$ cat src/rtl/decoder_scan_nto2n_pkg.sv
// ----------------------------------------------------------------------------
// decoder_pkg
//
// Purpose:
//   Shared definitions for the decoder_scan_nto2n block: the FSM state
//   enumeration, the default select width and a helper that builds an
//   active-low one-hot vector from a binary index.
//
// Contents:
//   DEFAULT_SEL_W  default select width of the decoder (3 -> 8 outputs)
//   MAX_OUT        widest output vector the helper can produce (SEL_W <= 8)
//   state_e        IDLE / SCAN
//   onehot_n(sel)  returns ~(1 << sel) at MAX_OUT bits; callers size-cast it
//                  down to their own output width
// ----------------------------------------------------------------------------
package decoder_pkg;

  localparam int DEFAULT_SEL_W = 3;
  localparam int MAX_OUT       = 256;

  typedef enum logic [0:0] {
    IDLE = 1'b0,
    SCAN = 1'b1
  } state_e;

  // Active-low one-hot: exactly bit 'sel' is zero.
  function automatic logic [MAX_OUT-1:0] onehot_n(input logic [7:0] sel);
    onehot_n = ~(MAX_OUT'(1) << sel);
  endfunction

endpackage

$ cat src/rtl/decoder_scan_nto2n_if.sv
// ----------------------------------------------------------------------------
// decoder_scan_nto2n_if
//
// Purpose:
//   Bundles the control inputs and decoded outputs of decoder_scan_nto2n.
//   The master modport drives the controls (the user of the decoder), the
//   slave modport is taken by the decoder itself.
//
// Signals:
//   en         active-high enable; low forces all outputs inactive
//   mode       0 = direct decode, 1 = scan (sampled when start is accepted)
//   start      single-cycle scan request
//   sel_in     direct select / scan start index
//   dwell      cycles each scan output stays active (0 behaves as 1)
//   dir        scan direction, 1 = downward (only with DECODER_SCAN_DIR_EN)
//   y_n        active-low decoded outputs, at most one bit low
//   sel_out    index currently driven low, 0 when none active
//   busy       high while a scan is running
//   scan_done  one-cycle pulse when a scan completes normally
//
// Optional feature macro: DECODER_SCAN_DIR_EN (adds dir).
// ----------------------------------------------------------------------------
interface decoder_scan_nto2n_if #(
  parameter int SEL_W   = 3,
  parameter int OUT_N   = 2**SEL_W,
  parameter int DWELL_W = 4
);

  logic               en;
  logic               mode;
  logic               start;
  logic [SEL_W-1:0]   sel_in;
  logic [DWELL_W-1:0] dwell;
`ifdef DECODER_SCAN_DIR_EN
  logic               dir;
`endif
  logic [OUT_N-1:0]   y_n;
  logic [SEL_W-1:0]   sel_out;
  logic               busy;
  logic               scan_done;

  modport master (
`ifdef DECODER_SCAN_DIR_EN
    output dir,
`endif
    output en, mode, start, sel_in, dwell,
    input  y_n, sel_out, busy, scan_done
  );

  modport slave (
`ifdef DECODER_SCAN_DIR_EN
    input  dir,
`endif
    input  en, mode, start, sel_in, dwell,
    output y_n, sel_out, busy, scan_done
  );

endinterface

$ cat src/rtl/decoder_scan_nto2n_dwell_cnt.sv
// ----------------------------------------------------------------------------
// decoder_dwell_cnt
//
// Purpose:
//   Loadable dwell counter for the scan sequencer. A load captures the dwell
//   limit (0 is promoted to 1) and restarts the count at 1. While advancing
//   the count climbs to the limit and then wraps back to 1, so 'tc' is high
//   on the last cycle of every dwell window.
//
// Ports:
//   clk       system clock
//   rst       asynchronous active-high reset
//   load      restart counting with limit = max(load_val, 1)
//   load_val  requested dwell length
//   advance   step the count (wraps to 1 after reaching the limit)
//   clear     return count to 0 (scan finished or aborted)
//   tc        count equals the limit
//
// Priority: clear > load > advance.
// ----------------------------------------------------------------------------
module decoder_dwell_cnt #(
  parameter int DWELL_W = 4
) (
  input  logic               clk,
  input  logic               rst,
  input  logic               load,
  input  logic [DWELL_W-1:0] load_val,
  input  logic               advance,
  input  logic               clear,
  output logic               tc
);

  logic [DWELL_W-1:0] cnt_reg;
  logic [DWELL_W-1:0] lim_reg;

  always_ff @(posedge clk or posedge rst) begin
    if (rst) begin
      cnt_reg <= '0;
      lim_reg <= DWELL_W'(1);
    end else if (clear) begin
      cnt_reg <= '0;
    end else if (load) begin
      cnt_reg <= DWELL_W'(1);
      lim_reg <= (load_val == '0) ? DWELL_W'(1) : load_val;
    end else if (advance) begin
      cnt_reg <= tc ? DWELL_W'(1) : cnt_reg + DWELL_W'(1);
    end
  end

  assign tc = (cnt_reg == lim_reg);

endmodule

$ cat src/rtl/decoder_scan_nto2n.sv
// ----------------------------------------------------------------------------
// decoder_scan_nto2n
//
// Purpose:
//   Binary-to-one-hot decoder with registered active-low outputs. In IDLE it
//   decodes sel_in directly (one cycle latency). A start with mode=1 runs a
//   scan that walks the active output from sel_in to the end index, holding
//   each output low for max(dwell,1) cycles, then pulses scan_done.
//   Dropping en during a scan aborts it without a scan_done pulse.
//
// Ports:
//   clk   system clock, rising edge
//   rst   asynchronous active-high reset
//   bus   decoder_scan_nto2n_if.slave (controls in, y_n/sel_out/busy/
//         scan_done out)
//
// Parameters:
//   SEL_W    select width, 1..8
//   OUT_N    number of outputs, must equal 2**SEL_W
//   DWELL_W  width of dwell input/counter
//
// Optional feature macro: DECODER_SCAN_DIR_EN
//   When defined, bus.dir is sampled at start; dir=1 scans downward and
//   terminates at index 0. Without it the scan is upward only.
// ----------------------------------------------------------------------------
module decoder_scan_nto2n
  import decoder_pkg::*;
#(
  parameter int SEL_W   = DEFAULT_SEL_W,
  parameter int OUT_N   = 2**SEL_W,
  parameter int DWELL_W = 4
) (
  input  logic                clk,
  input  logic                rst,
  decoder_scan_nto2n_if.slave bus
);

  // Elaboration-time parameter checks.
  generate
    if (SEL_W < 1 || SEL_W > 8) begin : g_bad_sel_w
      $error("decoder_scan_nto2n: SEL_W must be in 1..8");
    end
    if (OUT_N != 2**SEL_W) begin : g_bad_out_n
      $error("decoder_scan_nto2n: OUT_N must equal 2**SEL_W");
    end
  endgenerate

  localparam logic [0:0]       ST_IDLE  = IDLE;
  localparam logic [0:0]       ST_SCAN  = SCAN;
  localparam logic [OUT_N-1:0] ALL_OFF  = '1;
  localparam logic [SEL_W-1:0] TOP_IDX  = SEL_W'(OUT_N - 1);

  logic [0:0]       state_reg,   state_next;
  logic [SEL_W-1:0] idx_reg,     idx_next;
  logic [OUT_N-1:0] y_reg,       y_next;
  logic [SEL_W-1:0] sel_out_reg, sel_out_next;
  logic             busy_reg,    busy_next;
  logic             done_reg,    done_next;

  logic             cnt_load;
  logic             cnt_adv;
  logic             cnt_clear;
  logic             cnt_tc;

  logic             scan_down;
  logic [SEL_W-1:0] end_idx;
  logic [SEL_W-1:0] step_idx;
  logic [OUT_N-1:0] dec_sel_in;
  logic [OUT_N-1:0] dec_step;

`ifdef DECODER_SCAN_DIR_EN
  logic dir_reg, dir_next;

  always_ff @(posedge clk or posedge rst) begin
    if (rst) begin
      dir_reg <= 1'b0;
    end else begin
      dir_reg <= dir_next;
    end
  end

  // Direction is captured only when a scan is accepted.
  always_comb begin
    dir_next = dir_reg;
    if (state_reg == ST_IDLE && bus.en && bus.start && bus.mode) begin
      dir_next = bus.dir;
    end
  end

  assign scan_down = dir_reg;
`else
  assign scan_down = 1'b0;
`endif

  // Scan terminates at the far end in the travel direction; never wraps.
  assign end_idx  = scan_down ? '0 : TOP_IDX;
  assign step_idx = scan_down ? idx_reg - SEL_W'(1) : idx_reg + SEL_W'(1);

  assign dec_sel_in = OUT_N'(onehot_n(8'(bus.sel_in)));
  assign dec_step   = OUT_N'(onehot_n(8'(step_idx)));

  decoder_dwell_cnt #(
    .DWELL_W (DWELL_W)
  ) u_dwell_cnt (
    .clk      (clk),
    .rst      (rst),
    .load     (cnt_load),
    .load_val (bus.dwell),
    .advance  (cnt_adv),
    .clear    (cnt_clear),
    .tc       (cnt_tc)
  );

  always_comb begin
    state_next   = state_reg;
    idx_next     = idx_reg;
    y_next       = y_reg;
    sel_out_next = sel_out_reg;
    busy_next    = busy_reg;
    done_next    = 1'b0;
    cnt_load     = 1'b0;
    cnt_adv      = 1'b0;
    cnt_clear    = 1'b0;

    case (state_reg)
      ST_IDLE: begin
        // Direct decode runs in IDLE regardless of mode; an accepted scan
        // start drives the same pattern, so the first scan output lines up.
        if (bus.en) begin
          y_next       = dec_sel_in;
          sel_out_next = bus.sel_in;
        end else begin
          y_next       = ALL_OFF;
          sel_out_next = '0;
        end
        busy_next = 1'b0;

        if (bus.en && bus.start && bus.mode) begin
          state_next = ST_SCAN;
          idx_next   = bus.sel_in;
          busy_next  = 1'b1;
          cnt_load   = 1'b1;
        end
      end

      ST_SCAN: begin
        if (!bus.en) begin
          // Abort: back to idle with outputs off and no completion pulse.
          state_next   = ST_IDLE;
          y_next       = ALL_OFF;
          sel_out_next = '0;
          busy_next    = 1'b0;
          cnt_clear    = 1'b1;
        end else begin
          cnt_adv = 1'b1;
          if (cnt_tc) begin
            if (idx_reg == end_idx) begin
              state_next   = ST_IDLE;
              y_next       = ALL_OFF;
              sel_out_next = '0;
              busy_next    = 1'b0;
              done_next    = 1'b1;
              cnt_clear    = 1'b1;
            end else begin
              idx_next     = step_idx;
              y_next       = dec_step;
              sel_out_next = step_idx;
            end
          end
        end
      end

      default: begin
        state_next   = ST_IDLE;
        y_next       = ALL_OFF;
        sel_out_next = '0;
        busy_next    = 1'b0;
        cnt_clear    = 1'b1;
      end
    endcase
  end

  always_ff @(posedge clk or posedge rst) begin
    if (rst) begin
      state_reg   <= ST_IDLE;
      idx_reg     <= '0;
      y_reg       <= ALL_OFF;
      sel_out_reg <= '0;
      busy_reg    <= 1'b0;
      done_reg    <= 1'b0;
    end else begin
      state_reg   <= state_next;
      idx_reg     <= idx_next;
      y_reg       <= y_next;
      sel_out_reg <= sel_out_next;
      busy_reg    <= busy_next;
      done_reg    <= done_next;
    end
  end

  assign bus.y_n       = y_reg;
  assign bus.sel_out   = sel_out_reg;
  assign bus.busy      = busy_reg;
  assign bus.scan_done = done_reg;

  // At most one output may ever be active.
  a_onehot0: assert property (@(posedge clk) disable iff (rst) $onehot0(~y_reg));

endmodule

$ cat src/flat_wrapper.sv
// flat-port wrapper written by rule: the top's interface ports become plain ports
module decoder_scan_nto2n_flat import decoder_pkg::*;
#(
  parameter int SEL_W   = DEFAULT_SEL_W,
  parameter int OUT_N   = 2**SEL_W,
  parameter int DWELL_W = 4
)
  (clk, rst, bus_en, bus_mode, bus_start, bus_sel_in, bus_dwell, bus_y_n, bus_sel_out, bus_busy, bus_scan_done);
  decoder_scan_nto2n_if #(.SEL_W(SEL_W), .OUT_N(OUT_N), .DWELL_W(DWELL_W)) bus_i ();
  input  logic clk;
  input  logic rst;
  input wire logic [$bits(bus_i.en)-1:0] bus_en;
  input wire logic [$bits(bus_i.mode)-1:0] bus_mode;
  input wire logic [$bits(bus_i.start)-1:0] bus_start;
  input wire logic [$bits(bus_i.sel_in)-1:0] bus_sel_in;
  input wire logic [$bits(bus_i.dwell)-1:0] bus_dwell;
  output wire logic [$bits(bus_i.y_n)-1:0] bus_y_n;
  output wire logic [$bits(bus_i.sel_out)-1:0] bus_sel_out;
  output wire logic [$bits(bus_i.busy)-1:0] bus_busy;
  output wire logic [$bits(bus_i.scan_done)-1:0] bus_scan_done;
  assign bus_i.en = bus_en;
  assign bus_i.mode = bus_mode;
  assign bus_i.start = bus_start;
  assign bus_i.sel_in = bus_sel_in;
  assign bus_i.dwell = bus_dwell;
  assign bus_y_n = bus_i.y_n;
  assign bus_sel_out = bus_i.sel_out;
  assign bus_busy = bus_i.busy;
  assign bus_scan_done = bus_i.scan_done;
  decoder_scan_nto2n #(.SEL_W(SEL_W), .OUT_N(OUT_N), .DWELL_W(DWELL_W)) u_core (.clk(clk), .rst(rst), .bus(bus_i));
endmodule
$ cat config.mk
export PLATFORM = sky130hd
export DESIGN_NAME = decoder_scan_nto2n_flat
export DESIGN_NICKNAME = d
export VERILOG_FILES = /design/src/rtl/decoder_scan_nto2n_pkg.sv /design/src/rtl/decoder_scan_nto2n_if.sv /design/src/rtl/decoder_scan_nto2n_dwell_cnt.sv /design/src/rtl/decoder_scan_nto2n.sv /design/src/flat_wrapper.sv
export SDC_FILE = /design/constraint.sdc
export NUM_CORES = 1
export LEC_CHECK = 0
export CORE_AREA = 2 2 61 63
export DETAILED_ROUTE_END_ITERATION = 10
export DIE_AREA = 0 0 63 65
export PLACE_DENSITY = 0.78
export SLEW_MARGIN = 20
export SYNTH_ARGS = -nofsm -noshare
export SYNTH_HDL_FRONTEND = slang
export SYNTH_SLANG_ARGS = --single-unit
export TNS_END_PERCENT = 20
$ cat constraint.sdc
create_clock -name clk -period 1.65 [get_ports clk]
set_input_delay 0.495 -clock clk [delete_from_list [all_inputs] [get_ports clk]]
set_output_delay 0.495 -clock clk [all_outputs]
set_load 0.05 [all_outputs]
# Word level (Yosys, flattened, before mapping)
# Index checks and enable logic that the tools add are counted.
classes:
  n_reduce_logical: 7
  n_mux: 38
  eq_ne: 8
  bitwise_logic: 4
  shifts: 2
  n_addsub: 2
op_table:
  columns: ["op", "n"]
  rows:
  - ["$mux W8", 4]
  - ["$mux W3", 8]
  - ["$mux W4", 5]
  - ["$mux W1", 16]
  - ["$not A8 Y8", 2]
  - ["$pmux W8 S2", 1]
  - ["$shl A1 B3 Y8 const A", 2]
  - ["$pmux W3 S2", 2]
  - ["$ne A2 B2 Y1 const B", 3]
  - ["$ne A3 B3 Y1 const B", 2]
  - ["$add A4 B1 Y4 const B", 1]
  - ["$eq A4 B4 Y1", 1]
  - ["$logic_not A4 Y1", 1]
  - ["$pmux W1 S2", 2]
  - ["$reduce_and A2 Y1", 2]
  - ["$reduce_and A4 Y1", 1]
  - ["$add A3 B1 Y3 const B", 1]
  - ["$eq A3 B3 Y1 const B", 1]
  - ["$reduce_bool A3 Y1", 1]
  - ["$logic_and A1 B1 Y1", 2]
  - ["$ne A2 B1 Y1 const B", 1]
  - ["$not A1 Y1", 2]
word_totals:
  wordCells: 69
  regBits: 25

# Longest topological paths before layout
# Gate-level depths: netlist (run 1).
logic_depth:
  depth_word: 7
  ltp_mapped: 6
  depth_no_buf: 6

# By module
# From an unflattened synthesis (run 1), not the netlist that was laid out.
unflattened:
  hier_cells: 143
  hier_area_um2: 1427.6
modules_own_cells:
  columns: ["mod", "area_per_inst_um2", "cells_per_inst", "n_inst"]
  rows:
  - ["decoder_scan_nto2n", 992.2, 102, 1]
  - ["decoder_dwell_cnt", 435.4, 41, 1]

# Worst setup path after synthesis (run 1)
# No wires, ideal clock.
synth_timing:
  path_type: "flip-flop to flip-flop"
  from: "register u_core.idx_reg[0]"
  to: "register u_core.idx_reg[2]"
  stages_incl_launch_ff: 7
  period_less_slack_ps: 1665
  required_time_ps: 1584
  arrival_time_ps: 1599
  slack_ps: -15
  path_cell_list: "dfrtp_1 > ha_1 > ha_1 > nand2b_1 > a2111oi_0 > a221oi_1 > nand2_1"
synth_via:
  elab_chain_len: 5
synth_rtl:
  columns: ["element", "line", "rtl"]
  rows:
  - ["start, declared", "decoder_scan_nto2n.sv:54", "logic [SEL_W-1:0] idx_reg, idx_next;"]
  - ["start signal, assigned", "decoder_scan_nto2n.sv:193", "idx_reg <= idx_next;"]
  - ["$add A3 B1 Y3", "decoder_scan_nto2n.sv:97", "assign step_idx = scan_down ? idx_reg - SEL_W'(1) : idx_reg + SEL_W'(1);"]
  - ["$mux W3", "decoder_scan_nto2n.sv:157", "if (idx_reg == end_idx) begin"]
  - ["$mux W3", "decoder_scan_nto2n.sv:156", "if (cnt_tc) begin"]
  - ["$mux W3", "decoder_scan_nto2n.sv:147", "if (!bus.en) begin"]
  - ["$pmux W3 S2", "decoder_scan_nto2n.sv:125", "case (state_reg)"]
# Several ways; a longest one is shown, not always the timed one. The select of a mux whose other input is x is not followed.
# A chain may end at the register's enable or synchronous reset.

# Final worst setup path (run 1)
layout_timing:
  from: "input port bus_en"
  to: "register u_core.idx_reg[1]"
layout_via:
  elab_chain_len: 4
layout_rtl:
  columns: ["element", "line", "rtl"]
  rows:
  - ["start, declared", "flat_wrapper.sv:12", "input wire logic [$bits(bus_i.en)-1:0] bus_en;"]
  - ["$logic_and A1 B1 Y1 (2 in a row)", "decoder_scan_nto2n.sv:138", "if (bus.en && bus.start && bus.mode) begin"]
  - ["$ne A2 B1 Y1 (no line)", null, null]
  - ["$reduce_and A4 Y1 (no line) (*)", null, null]
# Every way passes the cells marked *; elsewhere a longest branch is shown, timed or not.

==> impl_metrics.csv, run 1 <==
group,metric,value,unit
status,status,"completed",
pwr,p_per_area,1120,mW/mm^2
synth,syn_area,0.00146,mm^2
sta,fin_crit,1.64,ns
synth,synth_cell_types,37,
global_routing,gr-usage-all-layers,18.6,%
clocking,holdBufCountCts,0,
clocking,cts_root_buffer,"clkbuf_4",
place,place.gp.congestion,0.902,
worst_setup_path,critPathBufInv,3,
sta,rsz0062_at_grt,"true",
clocking,clk_path_buf_depth,2,
synth,yosys.area.top_type,"dfrtp_1",
die,core,0.00350,mm^2
worst_setup_path,worstPathArrival,1.87,ns
flow_run,max_cap_viol_count,0,
synth,synth_ff_type,"dfrtp_1",
clocking,clock_latency,0.33,ns
pwr,intPower,0.00150,W
sta,drv_slew,0,
sta,fin_tns_setup,0,ns
pwr,sequentialPowerShare,36.4,%
layout,nets,208,
detailed_routing,drtPass1Iterations,4,
synth,synth_seq_cells,25,
sta,final.setup_skew,0.0112,ns
layout,syn_to_final_growth,50.9,%
synth,synth_area_per_cell,10.8,um^2
layout,num_antenna_cells,0,
place,hpwl,2.76,mm
layout,largest_register_ffs,8,
place,place_ws,-0.328,ns
layout,layout.cells.non_filler,235,
clocking,post-cts-setup-buffers,0,
global_routing,grt_overflow,0,
clocking,tritoncts.num_buffers,3,
sta,setup_slack,0.0144,ns
worst_setup_path,crit_type,"input port to flop",
synth,yosys_warnings,0,
global_routing,antenna_found_initial,0,
detailed_routing,initialDrtViolationCount,32,
worst_setup_path,path_cells,"clkdlybuf4s50_1 -> buf_4 -> inv_1 -> nor2_1 -> mux2i_1 -> nand3_1",
clocking,h-tree-depth,1,
sta,tightest_slew,0.393,ns
synth,synthTopCellsByCount,"dfrtp_1 (16), nand2_1 (10), dfstp_2 (9)",
global_routing,grt_max_degree,26,
worst_setup_path,cpMaxStageDelayCell,"clkdlybuf4s50_1",
pwr,pwr-share-clk,11.5,%
die,dieArea,0.00410,mm^2
worst_setup_path,end_kind,"flop",
sta,final_hold_viol_count,0,
worst_setup_path,worst-path-max-fanout,7,
die,chipHeight,65,um
die,ios,25,
detailed_routing,vias_per_cell,5.34,
detailed_routing,dr_total_vias,1256,
worst_setup_path,max_stage_delay,0.48,ns
sta,finalSetupViolCount,0,
sta,max_freq,611,MHz
place,dp_cells,231,
synth,syn_nets,155,
clocking,cts.sinks,25,
synth,syn_inst,135,
worst_hold_path,hp-class,"input port to asynchronous set/reset pin",
pwr,comb_power_share,52.2,%
pwr,p_leak,0.949,nW
detailed_routing,wl_per_cell,14.8,um
sta,slew_headroom,73.7,%
die,rows,22,
synth,ys_async_sr_fraction,100,%
worst_setup_path,cpLargestDelayFamily,"buffers and inverters",
detailed_routing,drt_wl_total,3.48,mm
pwr,p_sw_share,39.3,%
pwr,p_switching,0.000968,W
synth,seq_area_frac_synth,43.5,%
global_routing,grt_pass1_vias,1285,
place,io_buffers,24,
synth,synth_top_area_share,27.4,%
layout,drive_above_1_share,40.6,%
synth,synthTopCellsByArea,"dfrtp_1 (27%), dfstp_2 (16%), ha_1 (6.8%)",
worst_setup_path,critical_path_required,1.88,ns
detailed_routing,drc,0,
die,initial_core_util,41.9,%
die,die_w,63,um
synth,synth_edf_count,0,
pwr,peakVddDrop,692,uV
synth,synth_most_common_cell,"dfrtp_1",
detailed_routing,ant_nets,0,
sta,fin_crit_sh,99.1,%
global_routing,grt_pass1_wl,5.93,mm
worst_setup_path,startpoint_type,"input port",
clocking,cts_tree,"done",
clocking,clkTransAtPathRegs,0.14,ns
-- final timing paths --
path | startpoint | depth (start not counted) | end | slack (ns)
worst max register to register | u_core.idx_reg[0] | 6 | u_core.idx_reg[2] | 0.06
min in group clk | u_core.bus.y_n[3] | 2 | u_core.bus.y_n[3] | 0.50
max in group asynchronous | rst | 3 | u_core.bus.y_n[4] | 0.85
worst min-delay path | rst | 3 | u_core.bus.sel_out[0] | 0.50
worst max-delay path | bus_en | 6 | u_core.idx_reg[1] | 0.01
worst min register to register | u_core.bus.y_n[3] | 2 | u_core.bus.y_n[3] | 0.50
-- placed cells by master (no fill, tap or decap), types with 4 or more instances in the layout --
cell type / count
a21o_1: 6
buf_12: 15
buf_4: 26
clkdlybuf4s50_1: 11
dfrtp_1: 15
dfstp_2: 9
ha_1: 5
inv_1: 8
mux2_2: 4
nand2_1: 10
nand3_1: 5
nor2_1: 5
nor2b_1: 5
nor3_1: 4
o21ai_0: 4
-- layout make-up --
type,count,area [um^2]
clock buffers,3,22.5
clock inverters,1,5.00
fillers,284,1290
inverters,8,30.0
multi-input cells,98,847
flip-flops and latches,25,638
well taps,48,60.1
repair buffers,52,606
-- worst reg2reg max path, delay by kind of cell (launching register included) --
family                   cells  cell delay (ns)
adder cells (fa/ha/maj)      2             0.45
flip-flops                   1             0.42
AO/OA/AOI/OAI                2             0.45
AND/OR/NAND/NOR              2             0.22
-- power groups by stage --
| stage | clock, W | combinational, W | sequential [W] |
|---|---|---|---|
| finish | 0.000282 | 0.00129 | 0.000897 |
| global route | 0.000323 | 0.00138 | 0.000915 |
| CTS | 0.000296 | 0.00125 | 0.000895 |
| detailed placement | 0 | 0.00118 | 0.000903 |
| global placement | 0 | 0.00113 | 0.000893 |
| floorplan | 0 | 0.000534 | 0.00102 |
-- routing by layer --
metal  wire length, um  GRT usage, %  up-vias
met4                27          3.89        0
li1                  -             -      604
met3               189          4.51        4
met1              1370          21.4      600
met2              1900          35.0       48
met5                 0             0        -
-- metrics by stage --
step	cell area (um^2)	utilization [%]	hold slack, ns	total power, W
final	2210	63.2	0.496	0.00247
after global routing	2210	63.2	0.525	0.00262
after CTS	2160	61.8	0.500	0.00244
after detailed placement	2110	60.2	0.484	0.00208
after global placement	2110	60.2	0.471	0.00202
after floorplan	1470	-	0.477	0.00155
-- cell families after synthesis --
kind of cell / count (synthesis) / share of synthesized area [%]
buf+inv: 12 / 3.76
xor+xnor: 4 / 5.21
compound gates: 38 / 20.0
simple gates: 40 / 14.8
flops: 25 / 43.5
mux: 8 / 5.90
fa+ha+maj: 8 / 6.84
-- what timing repair did --
item                                    in CTS  in global routing
resized for setup                            4                  9
pin swaps                                    2                  0
endpoints found under the setup margin       5                  8
No activity file was read; power rests on OpenSTA's default activity.
==> run 2: changes to the inputs <==
- CORE_AREA: 2 2 61 63 -> 2 2 59 61
- DIE_AREA: 0 0 63 65 -> 0 0 61 63
- PLACE_DENSITY: 0.78 -> not set
- PLACE_DENSITY_LB_ADDON: not set -> 0.08
- SYNTH_HIERARCHICAL: not set -> 1
==> run 2 against run 1 <==
Net effect:
- the run now ends with setup timing left
- non-clock buffer count fell by 1
- worst setup slack got worse by 0.19 ns
- flip-flop and latch count unchanged
- via count shrank 0.80%
- area after synthesis down 2.5%
- die area down 6.2%
- final area is 2.4% lower
- clock skew fell by 0.0031 ns
- sequential power fell by 4.6%
- clock power is 7.8% higher
- critical path type is now flop to flop
- highest routed layer unchanged
==> impl_metrics.csv, run 2 <==
group,metric,value,unit
status,status,"finished with violations",
status,violations,"setup timing",
detailed_routing,ant_nets,0,
worst_setup_path,startpoint_type,"flop",
synth,synth_most_common_cell,"dfrtp_1",
layout,final_common_cell,"buf_4",
sta,max_freq,548,MHz
detailed_routing,initialDrtViolationCount,32,
sta,final.setup_skew,0.00804,ns
die,ios,25,
synth,synthTopCellsByCount,"dfrtp_1 (16), nor2_1 (13), dfstp_2 (9), nand3_1 (9), inv_1 (7)",
synth,synth_seq_cells,25,
synth,synthTopCellsByArea,"dfrtp_1 (28%), dfstp_2 (17%), ha_1 (5.3%)",
clocking,holdBufCountCts,0,
detailed_routing,drc,0,
place,io_buffers,24,
pwr,p_per_area,1010,mW/mm^2
sta,slew_headroom,76.4,%
layout,drive_above_1_share,39.2,%
global_routing,antenna_found_initial,0,
die,dieArea,0.00384,mm^2
pwr,peakVddDrop,685,uV
synth,ys_async_sr_fraction,100,%
sta,final_hold_viol_count,0,
sta,finalSetupViolCount,16,
detailed_routing,dr_total_vias,1246,
flow_run,max_cap_viol_count,0,
clocking,tritoncts.num_buffers,3,
layout,fin_util,66.7,%
worst_setup_path,path_cells,"xor2_2 -> nor4_4 -> buf_4 -> nand3_4 -> a21oi_4 -> nor2b_4 -> mux2_2",
synth,synth_top_area_share,28.0,%
die,core,0.00323,mm^2
worst_setup_path,critical_path_required,1.90,ns
global_routing,grt_pass1_vias,1326,
layout,largest_register_ffs,8,
sta,tightest_slew,0.353,ns
worst_setup_path,critPathBufInv,1,
layout,final_cell_mix,"buf_4 (26), dfrtp_1 (16), buf_12 (13)",
synth,synth_edf_count,0,
worst_setup_path,cpMaxStageDelayCell,"dfrtp_1",
pwr,p_leak,0.918,nW
global_routing,gr-usage-all-layers,20.6,%
detailed_routing,wl_per_cell,14.9,um
die,rows,21,
synth,synth_ff_type,"dfrtp_1",
sta,fin_tns_setup,-1.43,ns
layout,nets,208,
detailed_routing,drtPass1Iterations,4,
layout,syn_to_final_growth,50.9,%
worst_setup_path,max_stage_delay,0.45,ns
worst_setup_path,worstPathArrival,2.08,ns
synth,syn_area,0.00143,mm^2
synth,yosys.area.top_type,"dfrtp_1",
clocking,cts.sinks,25,
global_routing,grt_overflow,0,
worst_setup_path,end_kind,"flop",
worst_setup_path,worst-path-max-fanout,5,
synth,seq_area_frac_synth,44.6,%
place,place.gp.congestion,0.834,
synth,yosys_warnings,6,
layout,num_antenna_cells,0,
clocking,clock_latency,0.34,ns
sta,drv_slew,0,
global_routing,grt_max_degree,18,
place,hpwl,2.70,mm
worst_setup_path,cpLargestDelayFamily,"flip-flops",
detailed_routing,vias_per_cell,5.30,
synth,syn_nets,161,
sta,fin_crit,1.83,ns
global_routing,grt_pass1_wl,5.91,mm
die,chipHeight,63,um
die,initial_core_util,44.2,%
worst_setup_path,crit_type,"flop to flop",
clocking,clk_path_buf_depth,2,
clocking,cts_tree,"done",
synth,syn_inst,143,
sta,holdWs,0.398,ns
clocking,h-tree-depth,1,
die,die_w,61,um
synth,synth_area_per_cell,9.98,um^2
clocking,clkTransAtPathRegs,0.15,ns
synth,synth_cell_types,45,
worst_hold_path,hp-class,"input port to asynchronous set/reset pin",
clocking,cts_root_buffer,"clkbuf_4",
sta,rsz0062_at_grt,"true",
detailed_routing,drt_wl_total,3.51,mm
sta,fin_crit_sh,111,%
sta,setup_slack,-0.176,ns
[run 2: metrics by stage]
step	total power, W	std cells	setup WS [ns]	cell area, um^2
detailed placement	0.00182	229	-0.310	2050
finish	0.00217	235	-0.176	2150
floorplan	0.00142	143	-0.245	1480
global route	0.00232	235	-0.234	2150
CTS	0.00217	235	-0.185	2130
global placement	0.00179	229	-0.290	2050
[run 2: worst paths after layout]
| kind | cells past startpoint | slack [ns] | start | to |
|---|---|---|---|---|
| max in group asynchronous | 3 | 0.92 | rst | u_core/bus.y_n[0] |
| worst max register to register | 7 | -0.18 | u_core/u_dwell_cnt/cnt_reg[3] | u_core/u_dwell_cnt/lim_reg[3] |
| worst min-delay path | 2 | 0.40 | rst | u_core/u_dwell_cnt/lim_reg[2] |
| worst max-delay path | 7 | -0.18 | u_core/u_dwell_cnt/cnt_reg[3] | u_core/u_dwell_cnt/lim_reg[3] |
| min in group clk | 2 | 0.52 | u_core/bus.y_n[4] | u_core/bus.y_n[4] |
| worst min register to register | 2 | 0.52 | u_core/bus.y_n[4] | u_core/bus.y_n[4] |
[run 2: final cells by class]
class	instances	area [um^2]
fillers	260	1080
multi-input cells	101	823
flip-flops and latches	25	637
repair buffers	51	577
well taps	46	57.6
inverters	8	30.0
clock buffers	3	22.5
clock inverters	1	7.51
[run 2: report_power, final]
part / internal [W] / switching (W) / leakage [nW]
combinational: 0.000479 / 0.000532 / 0.607
sequential: 0.000729 / 0.000126 / 0.297
clock: 0.0000932 / 0.000211 / 0.0139
total: 0.00130 / 0.000869 / 0.918
[run 2: cell families (layout without fill, tap and decap cells)]
kind of cell	count (synthesis)	after routing	synth area share [%]
and+or+nand+nor	48	48	19.6
AOI/OAI and AO/OA	37	37	18.8
DFF	25	25	44.6
buffers and inverters	17	63	4.82
adders and majority gates	6	6	5.26
muxes	6	6	4.47
xor gates and xnor gates	4	4	2.45
[run 2: what timing repair did]
action	CTS	global route
setup buffers	2	0
pin swaps	1	2
resized for setup	8	5
setup endpoints to repair	18	24
[run 2: worst reg2reg max path: cells and delay by family, from the launching register on]
| family | cells | cell delay [ns] |
|---|---|---|
| xor+xnor | 1 | 0.20 |
| buf+inv | 1 | 0.18 |
| simple gates | 3 | 0.44 |
| compound gates | 1 | 0.20 |
| mux | 1 | 0.27 |
| flops | 1 | 0.45 |
[run 2: routing by layer]
layer	GRT usage [%]	part of all wire (%)
met1	24.7	42
met2	35.5	54
met3	3.11	2.3
met4	8.70	2.3
met5	0	0
